### config.mk
export PLATFORM = sky130hd
export DESIGN_NAME = fetch_unit
export DESIGN_NICKNAME = d
export VERILOG_FILES = /design/src/rtl/fetch_pkg.sv /design/src/rtl/fetch_queue.sv /design/src/rtl/fetch_unit.sv
export SDC_FILE = /design/constraint.sdc
export NUM_CORES = 1
export LEC_CHECK = 0
export ABC_AREA = 1
export BUFFER_PORTS_ARGS = -buffer_cell sky130_fd_sc_hd__buf_4
export CAP_MARGIN = 20
export CORE_ASPECT_RATIO = 1.75
export CORE_UTILIZATION = 45
export DETAILED_ROUTE_END_ITERATION = 10
export GPL_TIMING_DRIVEN = 0
export PLACE_DENSITY_LB_ADDON = 0.1
export SLEW_MARGIN = 20
export SYNTH_ARGS = -nofsm -noshare
export SYNTH_HDL_FRONTEND = slang
export SYNTH_SLANG_ARGS = --single-unit
### constraint.sdc
create_clock -name clk -period 5.29 [get_ports clk]
set_clock_uncertainty 0.15 [all_clocks]
set_input_delay 0.2645 -clock clk [delete_from_list [all_inputs] [get_ports clk]]
set_output_delay 0.2645 -clock clk [all_outputs]
set_load 0.01 [all_outputs]
### src/rtl/fetch_pkg.sv
// fetch_pkg: shared types and constants for the instruction-fetch stage
package fetch_pkg;
  typedef enum logic [1:0] {IDLE, BUSY, SQUASH} fetch_state_t;
  localparam logic [31:0] NOP_INSTR = 32'h0;
  typedef struct packed {
    logic [31:0] instr;
    logic [31:0] pcplus4;
  } fetch_entry_t;
endpackage

### src/rtl/fetch_queue.sv
// fetch_queue: 2-entry FIFO of fetched instructions between imem and decode
module fetch_queue
  import fetch_pkg::*;
(
  input  logic         clk,
  input  logic         reset,
  input  logic         push,
  input  logic         pop,
  input  logic         flush,
  input  fetch_entry_t din,
  output logic [1:0]   count,
  output fetch_entry_t head
);
  fetch_entry_t e1;
  always_ff @(posedge clk or posedge reset)
    if (reset) begin
      count <= '0;
      head  <= '0;
      e1    <= '0;
    end else if (flush) begin
      count <= '0;
    end else begin
      count <= count + {1'b0, push} - {1'b0, pop};
      if (pop) head <= (push && count == 2'd1) ? din : e1;
      else if (push && count == 2'd0) head <= din;
      if (push && count == (pop ? 2'd2 : 2'd1)) e1 <= din;
    end
endmodule

### src/rtl/fetch_unit.sv
// fetch_unit: PC, one-outstanding imem request FSM and credit logic feeding IF/DEC
module fetch_unit
  import fetch_pkg::*;
#(
  parameter logic [31:0] RESET_PC = 32'h0000_0000
) (
  input  logic        clk,
  input  logic        reset,
  input  logic        stall,
  input  logic        redirect,
  input  logic [31:0] redirect_pc,
  output logic        imem_req,
  output logic [31:0] imem_addr,
  input  logic        imem_rvalid,
  input  logic [31:0] imem_rdata,
  output logic [31:0] instr_IF,
  output logic [31:0] pcplus4_IF,
  output logic        valid_IF
);
  fetch_state_t state, state_nxt;
  logic [31:0]  pc;
  logic [1:0]   count, occ_next;
  logic         push, pop;
  fetch_entry_t din, head;
  always_ff @(posedge clk or posedge reset)
    if (reset) begin
      state <= IDLE;
      pc    <= RESET_PC;
    end else begin
      state <= state_nxt;
      pc    <= redirect ? (redirect_pc & 32'hFFFF_FFFC) : imem_req ? pc + 32'd4 : pc;
    end
  // Any outstanding request that has not answered yet must be squashed on redirect.
  always_comb begin
    push      = imem_rvalid && state == BUSY && !redirect;
    pop       = valid_IF && !stall && !redirect;
    occ_next  = count + {1'b0, push} - {1'b0, pop};
    imem_req  = !reset && !redirect && (state == IDLE || imem_rvalid) && occ_next < 2'd2;
    state_nxt = redirect ? ((state != IDLE && !imem_rvalid) ? SQUASH : IDLE)
              : imem_req ? BUSY
              : (imem_rvalid && state != IDLE) ? IDLE : state;
    din       = '{instr: imem_rdata, pcplus4: pc};
  end
  fetch_queue u_queue (
    .clk   (clk),
    .reset (reset),
    .push  (push),
    .pop   (pop),
    .flush (redirect),
    .din   (din),
    .count (count),
    .head  (head)
  );
  assign imem_addr  = pc;
  assign valid_IF   = count != 2'd0;
  assign instr_IF   = valid_IF ? head.instr : NOP_INSTR;
  assign pcplus4_IF = valid_IF ? head.pcplus4 : 32'h0;
endmodule

==> results.yml <==
status:
  status: "finished clean"
critical_path:
  reg2reg_from: "u_queue.count[1]$_DFF_PP0_"
  rr_worst_depth: 8
  endpoint_kind: "primary output"
  crit_fanout: 10
  max_stage_delay_ps: 630
  critPathKind: "flip-flop to primary output"
  critPathRequiredTime_ps: 4880
  path_cells: "nor2_1 > clkbuf_1 > buf_1 > nor2_1 > buf_4"
  crit_path_top_delay_cell: "clkbuf_1"
  r2r_setup_slack_ps: 2580
  crit_top_cell: "nor2_1"
  setup.worst_path.start: "u_queue.count[1]$_DFF_PP0_"
  startpoint_type: "flip-flop"
  reg2reg_to: "u_queue.head[22]$_DFFE_PP0P_"
  critPathArrivalTime_ps: 2520
synthesis:
  synth_top_area_share_pct: 46.7
  yosysTopAreaCell: "dfrtp_1"
  mappedNetlistArea_um2: 8470
  ys_seq_area_share_pct: 46.7
  synth_cell_type_count: 25
  ys_seq_elements: 158
  yosys-top-cells-area: "dfrtp_1 47%, nand2_1 14%, nand3_1 10%"
  avgSynthCellArea_um2: 7.06
  synthMuxAreaShare_pct: 0
  syn_inst: 1201
  yosysWarnings: 0
  ys.flop_type: "dfrtp_1"
  async_reset_ff_share_pct: 100
  yosysMostFrequentCell: "nand2_1"
  synth_top_family_by_area: "simple AND/OR/NAND/NOR gates"
  synth_edf_count: 0
  synthTopCellsByCount: "310 x nand2_1, 208 x inv_1, 176 x nand3_1, 158 x dfrtp_1, 111 x nor2_1"
  synth_simple_gate_area_share_pct: 30.6
  synth_compound_area_share_pct: 8.62
  synthAdderAreaFrac_pct: 0.295
  synth-xor-area-share_pct: 0.517
drt:
  wl_per_cell_um: 15.1
  routed_wirelength_um: 25400
  drt_iter0_drc: 449
  top_layer_used: "met4"
  met1Wirelength_um: 9590
  dr.pass1.iters: 5
  dr_wl_met3_um: 955
  dr_wl_met2_um: 13500
  final_antenna_net_count: 0
  vias: 8317
  drc: 0
  vias_per_cell: 4.95
cells_and_area:
  post-route-util_pct: 59.6
  area_growth_pct: 30.2
  drive_gt1_share_pct: 15.9
  nNetsFinal: 1501
  layout.cells.non_filler: 1681
  fillCellCount: 1787
  diodes: 0
grt:
  grt_overflow: 0
  grt_max_degree: 107
  grt_pass1_wl_um: 41200
  grt_pass1_vias: 8313
  grt_use_total_pct: 27.4
  antenna_found_initial: 0
floorplan:
  die_w_um: 106
  rows: 66
  core-area_um2: 18500
  start_util_pct: 45.8
  die_area_um2: 19400
  die_height_um: 184
  ios: 167
min_path:
  hold_depth: 5
  min_path_type: "input port to flip-flop"
  whs_endpoint: "imem_addr[5]$_DFFE_PP0P_"
  min_from: "redirect_pc[5]"
clocking:
  numCtsBuffers: 17
  clock-sinks: 158
  cts_tree: "built"
  root_buffer: "clkbuf_16"
  cts.path.max_buffers: 2
  path_clk_slew_ps: 80
  htreeDepth: 4
  worstSkewPairLatency_ps: 430
  cts_setup_buffers: 0
  post_cts_resized: 0
job:
  cap_violations: 0
sta:
  final-setup-viol-count: 0
  rsz0062_at_grt: "no"
  finalCriticalPeriod_ps: 2930
  fmax_ghz: 0.341
  tightestPinTransition_ps: 785
  maxSlewHeadroom_pct: 47.6
  period_share_pct: 55.4
  slew_viol_final: 0
  holdWs_ps: 6.99
  hold_viol_final: 0
placed_design:
  port_buffers: 159
  place_inst: 1602
  detailed_place_hpwl_um: 18900
  routabilityCongestion: 1.06
power:
  p_per_area_nw_per_um2: 322
  leakage_nw: 5.55
  vdd_drop_max_mv: 0.185
  power.total_mw: 3.55
power by group:
group | leakage [nW] | switching, mW | internal (mW) | total (mW)
clock | 0.264 | 0.546 | 0.618 | 1.16
combinational | 3.26 | 0.457 | 0.313 | 0.770
sequential | 2.03 | 0.134 | 1.48 | 1.62
total | 5.55 | 1.14 | 2.42 | 3.55
worst max-delay path, delay by kind of cell, from the launching register on:
kind          cells  cell delay, ps
simple gates      2             410
buf+inv           3            1240
flops             1             420
layer usage:
layer	vias up	GRT usage [%]
met1	3833	29.9
met2	249	50.7
met3	71	3.05
met5	-	0
met4	0	15.8
li1	4164	-
repair_timing:
action                                  CTS  global route
endpoints found under the setup margin    0             0
hold endpoints to repair                 98             0
hold buffers                             47             0
sequential cells by signal (all words and copies together) (netlist names):
name,cells
imem_addr,30
state,2
u_queue.count,2
u_queue.e1,62
u_queue.head,62
cells by family after synthesis:
group,count (synthesis)
and+or+nand+nor,615
buffers and inverters,275
AOI/OAI and AO/OA,145
other,1
adders and majority gates,2
xor gates and xnor gates,5
DFF,158
placed cells by master, fill, tap and decap left out:
cell,Yosys,routed
nor2_1,111,111
o21ai_1,52,52
buf_4,20,179
nor3_4,1,1
clkbuf_1,32,33
nand2_2,3,3
clkbuf_16,0,17
a21oi_1,4,4
inv_8,0,4
nand2_1,310,310
nor3_1,4,4
dfrtp_1,158,158
buf_2,10,10
o21ai_0,87,87
inv_1,208,207
clkinv_4,0,2
buf_16,0,1
clkinv_1,1,1
o211ai_1,2,2
inv_2,1,1
nand3b_1,2,2
inv_6,0,5
nor4_4,1,1
or2_2,1,1
conb_1,1,4
clkinv_2,0,1
xor2_1,5,5
buf_1,3,3
nand3_1,176,176
ha_1,2,2
dlygate4sd3_1,0,47
nand4_1,6,6
clkinvlp_4,0,3
layout make-up:
cell class	count	area, um2	area share [%]
clock inverter	14	123	1.11
inverter	210	796	7.21
multi-input combinational	771	3410	30.9
buffer	65	332	3.01
timing repair buffer	207	1690	15.3
tap	238	298	2.70
sequential	158	3950	35.8
clock buffer	18	429	3.89
how the worst max path moves through the flow:
stage                                   end  slack (ps)  cells past startpoint
4_1_cts                      pcplus4_IF[13]        2290                      5
5_1_grt                      pcplus4_IF[13]        2170                      5
3_3_place_gp      imem_addr[23]$_DFFE_PP0P_       -1410                     10
3_5_place_dp   u_queue.head[22]$_DFFE_PP0P_        2550                      8
2_1_floorplan     imem_addr[18]$_DFFE_PP0P_         480                      9
6_report                     pcplus4_IF[13]        2360                      5
through the flow:
step / worst slack (ps) / area (um2) / setup TNS (ps)
after floorplan: 478 / 8480 / 0
after global placement: -1410 / 9980 / -245000
after detailed placement: 2550 / 10000 / 0
after CTS: 2290 / 11000 / 0
after global routing: 2170 / 11000 / 0
final: 2360 / 11000 / 0
No activity file was read; power rests on OpenSTA's default activity.
